**src/rtl/ps2_scan_receiver.sv**
```systemverilog
// PS/2 keyboard receiver: synchronises the raw clock/data pair, frames 11-bit
// words, checks start/parity/stop, and folds E0/F0 prefixes into key events.
module ps2_scan_receiver #(
    parameter int SYNC_STAGES    = 2,
    parameter int TIMEOUT_CYCLES = 50000
) (
    input  logic       clk,
    input  logic       reset_n,
    input  logic       ps2_clk,
    input  logic       ps2_dat,
    output logic [7:0] byte_data,
    output logic       byte_valid,
    output logic [7:0] key_code,
    output logic       key_extended,
    output logic       key_release,
    output logic       key_event,
    output logic       parity_err,
    output logic       frame_err
);

    localparam int TW = (TIMEOUT_CYCLES > 2) ? $clog2(TIMEOUT_CYCLES) : 1;
    // Trip when the counter is about to reach TIMEOUT_CYCLES-1, so the
    // registered frame_err lands exactly TIMEOUT_CYCLES cycles after the fall.
    localparam logic [TW-1:0] TMO_TRIP = TW'(TIMEOUT_CYCLES - 2);

    typedef enum logic [1:0] {
        S_IDLE,
        S_RECV,
        S_DONE
    } state_t;

    logic [SYNC_STAGES-1:0] clk_sync_q;
    logic [SYNC_STAGES-1:0] dat_sync_q;
    logic                   clk_prev_q;
    logic                   fall_q;
    logic                   dat_q;

    state_t                 state_q;
    logic [7:0]             shift_q;
    logic                   par_q;
    logic [3:0]             bit_cnt_q;
    logic [TW-1:0]          tmo_q;
    logic                   ext_pend_q;
    logic                   brk_pend_q;

    logic [7:0]             byte_data_q;
    logic                   byte_valid_q;
    logic [7:0]             key_code_q;
    logic                   key_extended_q;
    logic                   key_release_q;
    logic                   key_event_q;
    logic                   parity_err_q;
    logic                   frame_err_q;

    // Data takes the same path as the clock so the sampled bit matches the fall.
    always_ff @(posedge clk or negedge reset_n) begin
        if (!reset_n) begin
            clk_sync_q <= '1;
            dat_sync_q <= '1;
            clk_prev_q <= 1'b1;
            fall_q     <= 1'b0;
            dat_q      <= 1'b1;
        end else begin
            clk_sync_q <= {clk_sync_q[SYNC_STAGES-2:0], ps2_clk};
            dat_sync_q <= {dat_sync_q[SYNC_STAGES-2:0], ps2_dat};
            clk_prev_q <= clk_sync_q[SYNC_STAGES-1];
            fall_q     <= clk_prev_q & ~clk_sync_q[SYNC_STAGES-1];
            dat_q      <= dat_sync_q[SYNC_STAGES-1];
        end
    end

    always_ff @(posedge clk or negedge reset_n) begin
        if (!reset_n) begin
            state_q        <= S_IDLE;
            shift_q        <= '0;
            par_q          <= 1'b0;
            bit_cnt_q      <= '0;
            tmo_q          <= '0;
            ext_pend_q     <= 1'b0;
            brk_pend_q     <= 1'b0;
            byte_data_q    <= '0;
            byte_valid_q   <= 1'b0;
            key_code_q     <= '0;
            key_extended_q <= 1'b0;
            key_release_q  <= 1'b0;
            key_event_q    <= 1'b0;
            parity_err_q   <= 1'b0;
            frame_err_q    <= 1'b0;
        end else begin
            byte_valid_q <= 1'b0;
            key_event_q  <= 1'b0;
            parity_err_q <= 1'b0;
            frame_err_q  <= 1'b0;
            case (state_q)
                S_IDLE: begin
                    if (fall_q) begin
                        if (!dat_q) begin
                            shift_q   <= '0;
                            bit_cnt_q <= '0;
                            tmo_q     <= '0;
                            state_q   <= S_RECV;
                        end else begin
                            frame_err_q <= 1'b1;
                            ext_pend_q  <= 1'b0;
                            brk_pend_q  <= 1'b0;
                        end
                    end
                end
                S_RECV: begin
                    if (fall_q) begin
                        tmo_q     <= '0;
                        bit_cnt_q <= bit_cnt_q + 4'd1;
                        if (bit_cnt_q < 4'd8) begin
                            shift_q <= {dat_q, shift_q[7:1]};
                        end else if (bit_cnt_q == 4'd8) begin
                            par_q <= dat_q;
                        end else begin
                            // Verdict is registered on the stop-bit fall so the
                            // pulses are high during the DONE cycle itself.
                            state_q <= S_DONE;
                            if (!dat_q) begin
                                frame_err_q <= 1'b1;
                                ext_pend_q  <= 1'b0;
                                brk_pend_q  <= 1'b0;
                            end else if (!(^{shift_q, par_q})) begin
                                parity_err_q <= 1'b1;
                                ext_pend_q   <= 1'b0;
                                brk_pend_q   <= 1'b0;
                            end else begin
                                byte_data_q  <= shift_q;
                                byte_valid_q <= 1'b1;
                                if (shift_q == 8'hE0) begin
                                    ext_pend_q <= 1'b1;
                                end else if (shift_q == 8'hF0) begin
                                    brk_pend_q <= 1'b1;
                                end else begin
                                    key_code_q     <= shift_q;
                                    key_extended_q <= ext_pend_q;
                                    key_release_q  <= brk_pend_q;
                                    key_event_q    <= 1'b1;
                                    ext_pend_q     <= 1'b0;
                                    brk_pend_q     <= 1'b0;
                                end
                            end
                        end
                    end else if (tmo_q == TMO_TRIP) begin
                        state_q     <= S_IDLE;
                        frame_err_q <= 1'b1;
                        ext_pend_q  <= 1'b0;
                        brk_pend_q  <= 1'b0;
                    end else begin
                        tmo_q <= tmo_q + TW'(1);
                    end
                end
                S_DONE: begin
                    state_q <= S_IDLE;
                end
                default: begin
                    state_q <= S_IDLE;
                end
            endcase
        end
    end

    assign byte_data    = byte_data_q;
    assign byte_valid   = byte_valid_q;
    assign key_code     = key_code_q;
    assign key_extended = key_extended_q;
    assign key_release  = key_release_q;
    assign key_event    = key_event_q;
    assign parity_err   = parity_err_q;
    assign frame_err    = frame_err_q;

endmodule
```
**config.mk**
```make
export PLATFORM = sky130hd
export DESIGN_NAME = ps2_scan_receiver
export DESIGN_NICKNAME = d
export VERILOG_FILES = /design/src/rtl/ps2_scan_receiver.sv
export SDC_FILE = /design/constraint.sdc
export NUM_CORES = 1
export LEC_CHECK = 0
export ABC_CLOCK_PERIOD_IN_PS = 3700
export BUFFER_PORTS_ARGS = -buffer_cell sky130_fd_sc_hd__buf_2
export CORE_ASPECT_RATIO = 1.75
export CORE_MARGIN = 2
export CORE_UTILIZATION = 31
export CTS_BUF_LIST = sky130_fd_sc_hd__clkbuf_8
export CTS_CLUSTER_DIAMETER = 60
export DETAILED_ROUTE_END_ITERATION = 16
export HOLD_SLACK_MARGIN = 0.03
export PLACE_DENSITY_LB_ADDON = 0.3
export REMOVE_ABC_BUFFERS = 1
export SYNTH_ARGS = -nofsm -noshare
export SYNTH_HDL_FRONTEND = slang
export SYNTH_SLANG_ARGS = --single-unit
```
**constraint.sdc**
```tcl
create_clock -name clk -period 3.7 [get_ports clk]
set_input_delay 0.37 -clock clk [delete_from_list [all_inputs] [get_ports clk]]
set_output_delay 0.37 -clock clk [all_outputs]
set_load 0.02 [all_outputs]
```
Yosys cells after proc, flatten, opt, wreduce, memory -nomap -nowiden. Cells that the tools add are included. Widths: inputs -> output; s select.

Bits in registers: 62. Bits of input ports: 4. Output and inout port bits: 22. Word-level logic and storage cells: 125.

$add $sub $neg: 2. Magnitude comparators: 1. Eq/ne operators: 16. Muxes and demuxes: 68. Bitwise gates (word level): 6. Reductions and logical operators: 12.

Operators by type and width (count): $mux 16 (4); $mux 1 (44); $mux 8 (4); $pmux 16 s2 (1); $add 16x1->16 const B (1); $eq 16x16->1 const B (1); $eq 8x8->1 const B (2); $pmux 8 s2 (1); $reduce_and 7->1 (2); $mux 2 (6); $mux 4 (3); $ne 3x3->1 const B (4); $reduce_and 4->1 (3); $ne 2x2->1 const B (5); $reduce_and 5->1 (2); $reduce_xor 9->1 (1); $pmux 4 s2 (1); $reduce_and 8->1 (1); $ne 6x6->1 const B (1); $pmux 1 s2 (3); $reduce_and 6->1 (1); $ne 5x5->1 const B (1); $not 1->1 (5); $add 4x1->4 const B (1); 7 further kinds (7).

Logic depth before layout (Yosys ltp). Gate-level depths: netlist of the first run.

Depth after elaboration: 9. Depth in mapped cells: 8. Depth with buffers taken out: 7.

Worst setup path after synthesis of the first run. No wires, ideal clock.

Path type: register -> register. From: register shift_q[4]. To: register key_code_q[0] (netlist: key_code[0]). Setup time: 0.125 ns. Arrival time: 1.854 ns. Data required time: 3.575 ns. Path slack: 1.721 ns. Cell stages (with the launch flop): 7. Path buffers: 1. Clock period less this slack: 1.979 ns. Cells stage by stage: dfrtp_1 -> xnor2_1 -> xnor3_2 -> xnor2_1 -> and3_4 -> buf_12 -> mux2_4.

Longest elaborated chain between the ends: 3. Elaborated cells between the ends (all ways): 6. Those cells by class: eq/ne (2); bitwise (2); reduce/logical (2).

RTL lines: start: declaration (RTL line 39) `logic [7:0] shift_q;`; start signal: assignment (RTL line 114) `shift_q <= {dat_q, shift_q[7:1]};`; $eq 8x8->1, on equally long branches (RTL line 134, 132); $not 1->1 (no line); $reduce_and 8->1 (no line) (*); end signal: assignment (RTL line 137) `key_code_q <= shift_q;`; end: declaration (RTL line 48) `logic [7:0] key_code_q;`.

Mark *: on every way between the ends. The rest lies on a longest branch, timed or not. A chain may end at the register's enable or synchronous reset.

Worst setup path after layout of the first run.
From: register state_q[1]. To: register key_release_q (netlist: key_release).

Longest elaborated chain between the ends: 2.

RTL lines: start: declaration (RTL line 38) `state_t state_q;`; start signal: assignment (RTL line 74) `state_q <= S_IDLE;`; start signal: assignment (RTL line 101) `state_q <= S_RECV;`; start signal: assignment (RTL line 120) `state_q <= S_DONE;`; $eq 2x1->1 (RTL line 94) `case (state_q)`; $reduce_and 8->1 (no line); end signal: assignment (RTL line 139) `key_release_q <= brk_pend_q;`; end: declaration (RTL line 50) `logic key_release_q;`.

Every way passes these cells.

==> reports/qor.txt, run 1 <==
Outcome - completed
Post-Synth XOR/XNOR Area - 0.0548
Number of port buffers - 25
TNS Setup - 0 ns
Count of clock tree sinks - 62
Setup crit start kind - register
GRT overflow - 0
# IOs - 26
Hold-fix buffers, CTS - 0
Crit path DAT - 2.68 ns
Maximum clock frequency - 406 MHz
Vias/cell - 4.69
Final hold violations - 0
Reg2reg start - state_q[1]
CTS root buffer - clkbuf_8
CTS tree - done
Area share of the largest cell type after synthesis - 0.495
Final HPWL DP - 3980 µm
Worst-margin pin slew - 0.703 ns
Fraction of the mapped netlist area in simple logic gates - 0.168
# setup viols final - 0
RSZ-0062 raised after global routing - false
Logic pwr share - 0.297
DR WL/cell - 13.5 µm
Largest net degree at the start of global routing - 33
Layout cells sized above 1 - 0.233
Clock-pin slew on the worst setup and hold paths - 0.07 ns
Most frequent cells in the layout - 56 x dfrtp_1, 29 x nand2_1, 25 x buf_2
Critical Path RT - 3.92 ns
Cts bufs inserted - 9
Internal power - 1.32 mW
R2R cell count - 5
Core ar. - 0.00898 mm²
Adder-cell share of the synthesized area - 0.0177
Worst Hold Class - input port to asynchronous set/reset pin
Crit path to - key_release
Sequential power share - 0.462
Die Height - 130 µm
Post_cts resized - 0
Synth Area in Compound Gates - 0.0990
Max H-tree Level - 3
P_sw - 0.729 mW
Leak pwr - 1.47 nW
CP Class - register to register
Mux cell area share after synthesis - 0.0729
Max Slew Vio Count - 0
Vias in the first global route - 1941
Crit end category - register
Vias - 1913
Async SR Flop Fraction - 1.00
Skew-Pair Late Insertion Delay - 0.34 ns
Largest family of logic cells by synthesized area - simple AND/OR/NAND/NOR gates
Yosys warns - 0
Worst Setup SP - state_q[1]
Fin crit share - 0.666
Flop2flop setup slack - 1.24 ns
Final WL - 5510 µm
TritonRoute pass-1 iters - 4
Worst ir drop on vdd - 0.218 mV
Max FO, Critical Path - 11
Buffer count from post-CTS setup fixing - 0
Dpl cell area - 0.00306 mm²
Max-cap violations - 0
Most area-hungry cell type in the Yosys netlist - dfrtp_1
Initial cell density of the core - 0.315
R2R Path End - key_release
DRC viols - 0
Initial antenna violation count - 0
Area grow syn2layout - 13.7%
Top cells by area, synth - dfrtp_1 50%, dfstp_2 5.6%, mux2_4 5.3%
Layout Nets - 291
Tmin final - 2.46 ns
Clock share of power - 0.241
Synth Instances - 253
Most common cell after layout, fill and taps aside - dfrtp_1
Die X - 76.2 µm
Post-Syn Area per Cell - 11.2 µm²
Pwr Density - 637 mW/mm²
Detail Route Antenna Nets - 0
Slew headroom - 0.528
Post-synth EDFFs - 0
Sequential share of the synthesized area - 0.551
Top FF cell, synth - dfrtp_1
Gpl congestion - 0.763
Fin area - 0.00322 mm²
Global router's overall resource usage - 0.121
Row count - 46
Max clock buf depth - 2
Mapped Area - 0.00283 mm²
First-pass GRT wire length - 9320 µm
Unique masters post-synth - 48
Ant diodes - 0
Die area - 0.00994 mm²
Seq cells post-synth - 62
DRT iter0 DRCs - 77
Clk_skew - 0.00832 ns
Switching share of power - 0.355
## worst max-delay path, stage by stage, from the launching register on
cell and delay (ns):
dfrtp_1 0.47, nor2b_1 0.57, and2_0 0.35, and4_2 0.29
and3_4 0.30, mux2_2 0.36
## synthesized netlist by cell type, drive strengths merged, types with 4 or more instances
| cell type | number |
|---|---|
| nor3 | 5 |
| xnor2 | 12 |
| nand3 | 10 |
| or3 | 4 |
| ha | 4 |
| mux2 | 15 |
| a21oi | 11 |
| dfstp | 6 |
| and3 | 5 |
| dfrtp | 56 |
| inv | 10 |
| nor2 | 11 |
| clkbuf | 5 |
| nand2b | 6 |
| nand2 | 29 |
| nand4 | 5 |
| o21ai | 20 |
## how the worst min path moves through the flow
| stage | to | cells past startpoint |
|---|---|---|
| finish | byte_data[2] | 1 |
| CTS | byte_data[2] | 1 |
| floorplan | bit_cnt_q[0] | 0 |
| global route | clk_sync_q[0] | 1 |
| global placement | clk_sync_q[1] | 0 |
| detailed placement | clk_sync_q[1] | 0 |
## routing by layer
layer  vias up  track usage  part of all wire
met5         -            0                 0
met4         0       0.0706             0.027
met3        14       0.0316             0.030
met2        36        0.226              0.53
met1       918        0.120              0.41
li1        945            -                 -
## flip-flops by register name, indices dropped and copies added, names as in the netlist, 2 cells and up
signal      cells
byte_data       8
tmo_q          16
dat_sync_q      2
bit_cnt_q       4
shift_q         8
clk_sync_q      2
state_q         2
key_code        8
## power by group through the flow
stage                     combinational (mW)  clock (mW)  sequential [mW]
after floorplan                        0.401           0            0.980
after global placement                 0.606           0            0.956
after detailed placement               0.619           0            0.960
after CTS                              0.622       0.515            0.948
after global routing                   0.682       0.546            0.971
final                                  0.609       0.495            0.948
## area by class of cell
| cell class | count | area [µm²] |
|---|---|---|
| multi-input combinational | 172 | 1170 |
| tap | 120 | 150 |
| sequential | 62 | 1560 |
| clock inverter | 6 | 25.0 |
| timing repair buffer | 27 | 140 |
| fill | 930 | 5760 |
| clock buffer | 10 | 138 |
| inverter | 11 | 41.3 |
## logic make-up after synthesis
family | after synthesis
XOR/XNOR | 16
adder cells (fa/ha/maj) | 4
flip-flops | 62
buffers and inverters | 19
AND/OR/NAND/NOR | 90
AO/OA/AOI/OAI | 47
multiplexers | 15
## stage by stage
step                total power, mW  hold WS, ns  std cells  utilization  worst slack [ns]
detailed placement             1.58        0.347        392        0.340              1.25
global route                   2.20        0.114        408        0.359              1.04
global placement               1.56        0.346        392        0.340              1.36
floorplan                      1.38       0.0744        245            -              1.59
CTS                            2.08       0.0917        408        0.359              1.23
finish                         2.05       0.0765        408        0.359              1.24
(Power assumes the default switching activity.)
==> run 2: changes to the inputs <==
--- a/config.mk
+++ b/config.mk
@@ -5,7 +5,7 @@
 export SDC_FILE = /design/constraint.sdc
 export NUM_CORES = 1
 export LEC_CHECK = 0
-export ABC_CLOCK_PERIOD_IN_PS = 3700
+export ABC_CLOCK_PERIOD_IN_PS = 2400
 export BUFFER_PORTS_ARGS = -buffer_cell sky130_fd_sc_hd__buf_2
 export CORE_ASPECT_RATIO = 1.75
 export CORE_MARGIN = 2
==> constraint.sdc (replaced) <==
create_clock -name clk -period 2.4 [get_ports clk]
set_input_delay 0.24 -clock clk [delete_from_list [all_inputs] [get_ports clk]]
set_output_delay 0.24 -clock clk [all_outputs]
set_load 0.02 [all_outputs]
==> run 2 against run 1 <==
  * Sequential power is 53% higher
  * Worst setup slack lost 0.98 ns
  * Flip-flop and latch count unchanged
  * Sequential share of layout area fell by 1.9 points
  * Global-route usage is 0.15 points higher
  * Combinational power is 69% higher
  * Count of clock-buffer cells in the layout grew 1
  * Final area is 4.1% higher
  * Fmax rose by 15%
  * Largest power group unchanged
  * Final cell count up 2.9%
==> reports/qor.txt, run 2 (synthesis gave the netlist of run 1 again) <==
Cts bufs inserted - 9
Worst ir drop on vdd - 0.323 mV
CP Class - register to register
Crit path DAT - 2.37 ns
DRC viols - 0
Crit end category - register
Layout Nets - 303
Setup crit start kind - register
R2R cell count - 5
Maximum clock frequency - 467 MHz
Die Height - 130 µm
# setup viols final - 0
# IOs - 26
Fin crit share - 0.892
Max Slew Vio Count - 0
Clk_skew - 0.00883 ns
Global router's overall resource usage - 0.122
Hold-fix buffers, CTS - 3
Final hold violations - 0
Die X - 76.2 µm
CTS root buffer - clkbuf_8
Skew-Pair Late Insertion Delay - 0.34 ns
Row count - 46
TNS Setup - 0 ns
Vias - 1956
Post_cts resized - 0
Initial cell density of the core - 0.315
Worst Hold Path EP - dat_q
Critical Path RT - 2.63 ns
Worst Hold Class - register to register
Most common cell after layout, fill and taps aside - dfrtp_1
Layout cells sized above 1 - 0.253
Number of port buffers - 25
Vias in the first global route - 1967
Max FO, Critical Path - 11
Outcome - completed
Initial antenna violation count - 0
Die area - 0.00994 mm²
Max-cap violations - 0
RSZ-0062 raised after global routing - false
Most frequent cells in the layout - 56 x dfrtp_1, 29 x nand2_1, 25 x buf_2
Largest register FFs - 16
Largest reg by FF count - tmo_q
Vias/cell - 4.66
Final WL - 5500 µm
Reg2reg start - shift_q[4]
Flop2flop setup slack - 0.26 ns
CTS tree - done
Pwr Density - 1010 mW/mm²
HP Start - dat_sync_q[1]
Worst-margin pin slew - 0.668 ns
Count of clock tree sinks - 62
Hold depth - 0
Core ar. - 0.00898 mm²
Ant diodes - 0
Clock-pin slew on the worst setup and hold paths - 0.07 ns
Leak pwr - 1.54 nW
Buffer count from post-CTS setup fixing - 0
Gpl congestion - 0.773
First-pass GRT wire length - 9430 µm
DR WL/cell - 13.1 µm
Detail Route Antenna Nets - 0
R2R Path End - key_release
TritonRoute pass-1 iters - 4
Hold WS - 0.355 ns
GRT overflow - 0
Slew headroom - 0.549
Max H-tree Level - 3
Largest net degree at the start of global routing - 27
Tmin final - 2.14 ns
Area grow syn2layout - 18.4%
DRT iter0 DRCs - 75
Max clock buf depth - 2
Final HPWL DP - 4090 µm
-- run 2: cell types whose count changed in the layout (fill, tap and decap cells not counted), sizes merged --
| cell | change |
|---|---|
| buf | +9 |
| clkbuf | +1 |
| bufinv | +1 |
| clkinv | -2 |
| dlygate4sd3 | +3 |
-- run 2: area by class of cell --
cell class,count,area [µm²]
fillers,920,5630
flip-flops and latches,62,1560
clock inverters,5,45.0
clock buffers,11,151
repair buffers,39,238
inverters,11,41.3
well taps,120,150
multi-input cells,172,1170
-- run 2: through the flow --
stage / setup slack, ns / cells / area (µm²) / total power, mW / utilization
floorplan: 0.292 / 245 / 2770 / 2.13 / -
global placement: 0.300 / 401 / 3120 / 2.49 / 0.348
detailed placement: 0.253 / 401 / 3120 / 2.51 / 0.348
CTS: 0.251 / 420 / 3350 / 3.44 / 0.373
global route: 0.130 / 420 / 3350 / 3.63 / 0.373
finish: 0.259 / 420 / 3350 / 3.39 / 0.373
-- run 2: critical path, stage by stage (launching register included) --
cell and delay [ns]:
dfrtp_1 0.45, xnor2_1 0.18, xnor3_2 0.45, xnor2_1 0.25, and3_4 0.34, mux2_2 0.35
-- run 2: how the worst max path moves through the flow --
stage / startpoint / cells past startpoint / to / slack (ns)
finish: shift_q[4] / 5 / key_release / 0.26
global route: shift_q[4] / 5 / key_release / 0.13
CTS: shift_q[4] / 5 / key_release / 0.25
detailed placement: shift_q[4] / 5 / key_release / 0.25
global placement: shift_q[4] / 5 / key_release / 0.30
floorplan: state_q[1] / 5 / key_release / 0.29
-- run 2: per-layer routing --
layer | global-route usage | wire length (µm)
met5 | 0 | 0
met4 | 0.0545 | 101
met3 | 0.0412 | 201
met2 | 0.232 | 2960
met1 | 0.120 | 2250
-- run 2: power by group --
part / leakage (nW) / internal, mW / switching [mW] / total [mW]
sequential: 0.822 / 1.25 / 0.206 / 1.45
combinational: 0.607 / 0.481 / 0.547 / 1.03
clock: 0.115 / 0.521 / 0.383 / 0.905
total: 1.54 / 2.25 / 1.14 / 3.39
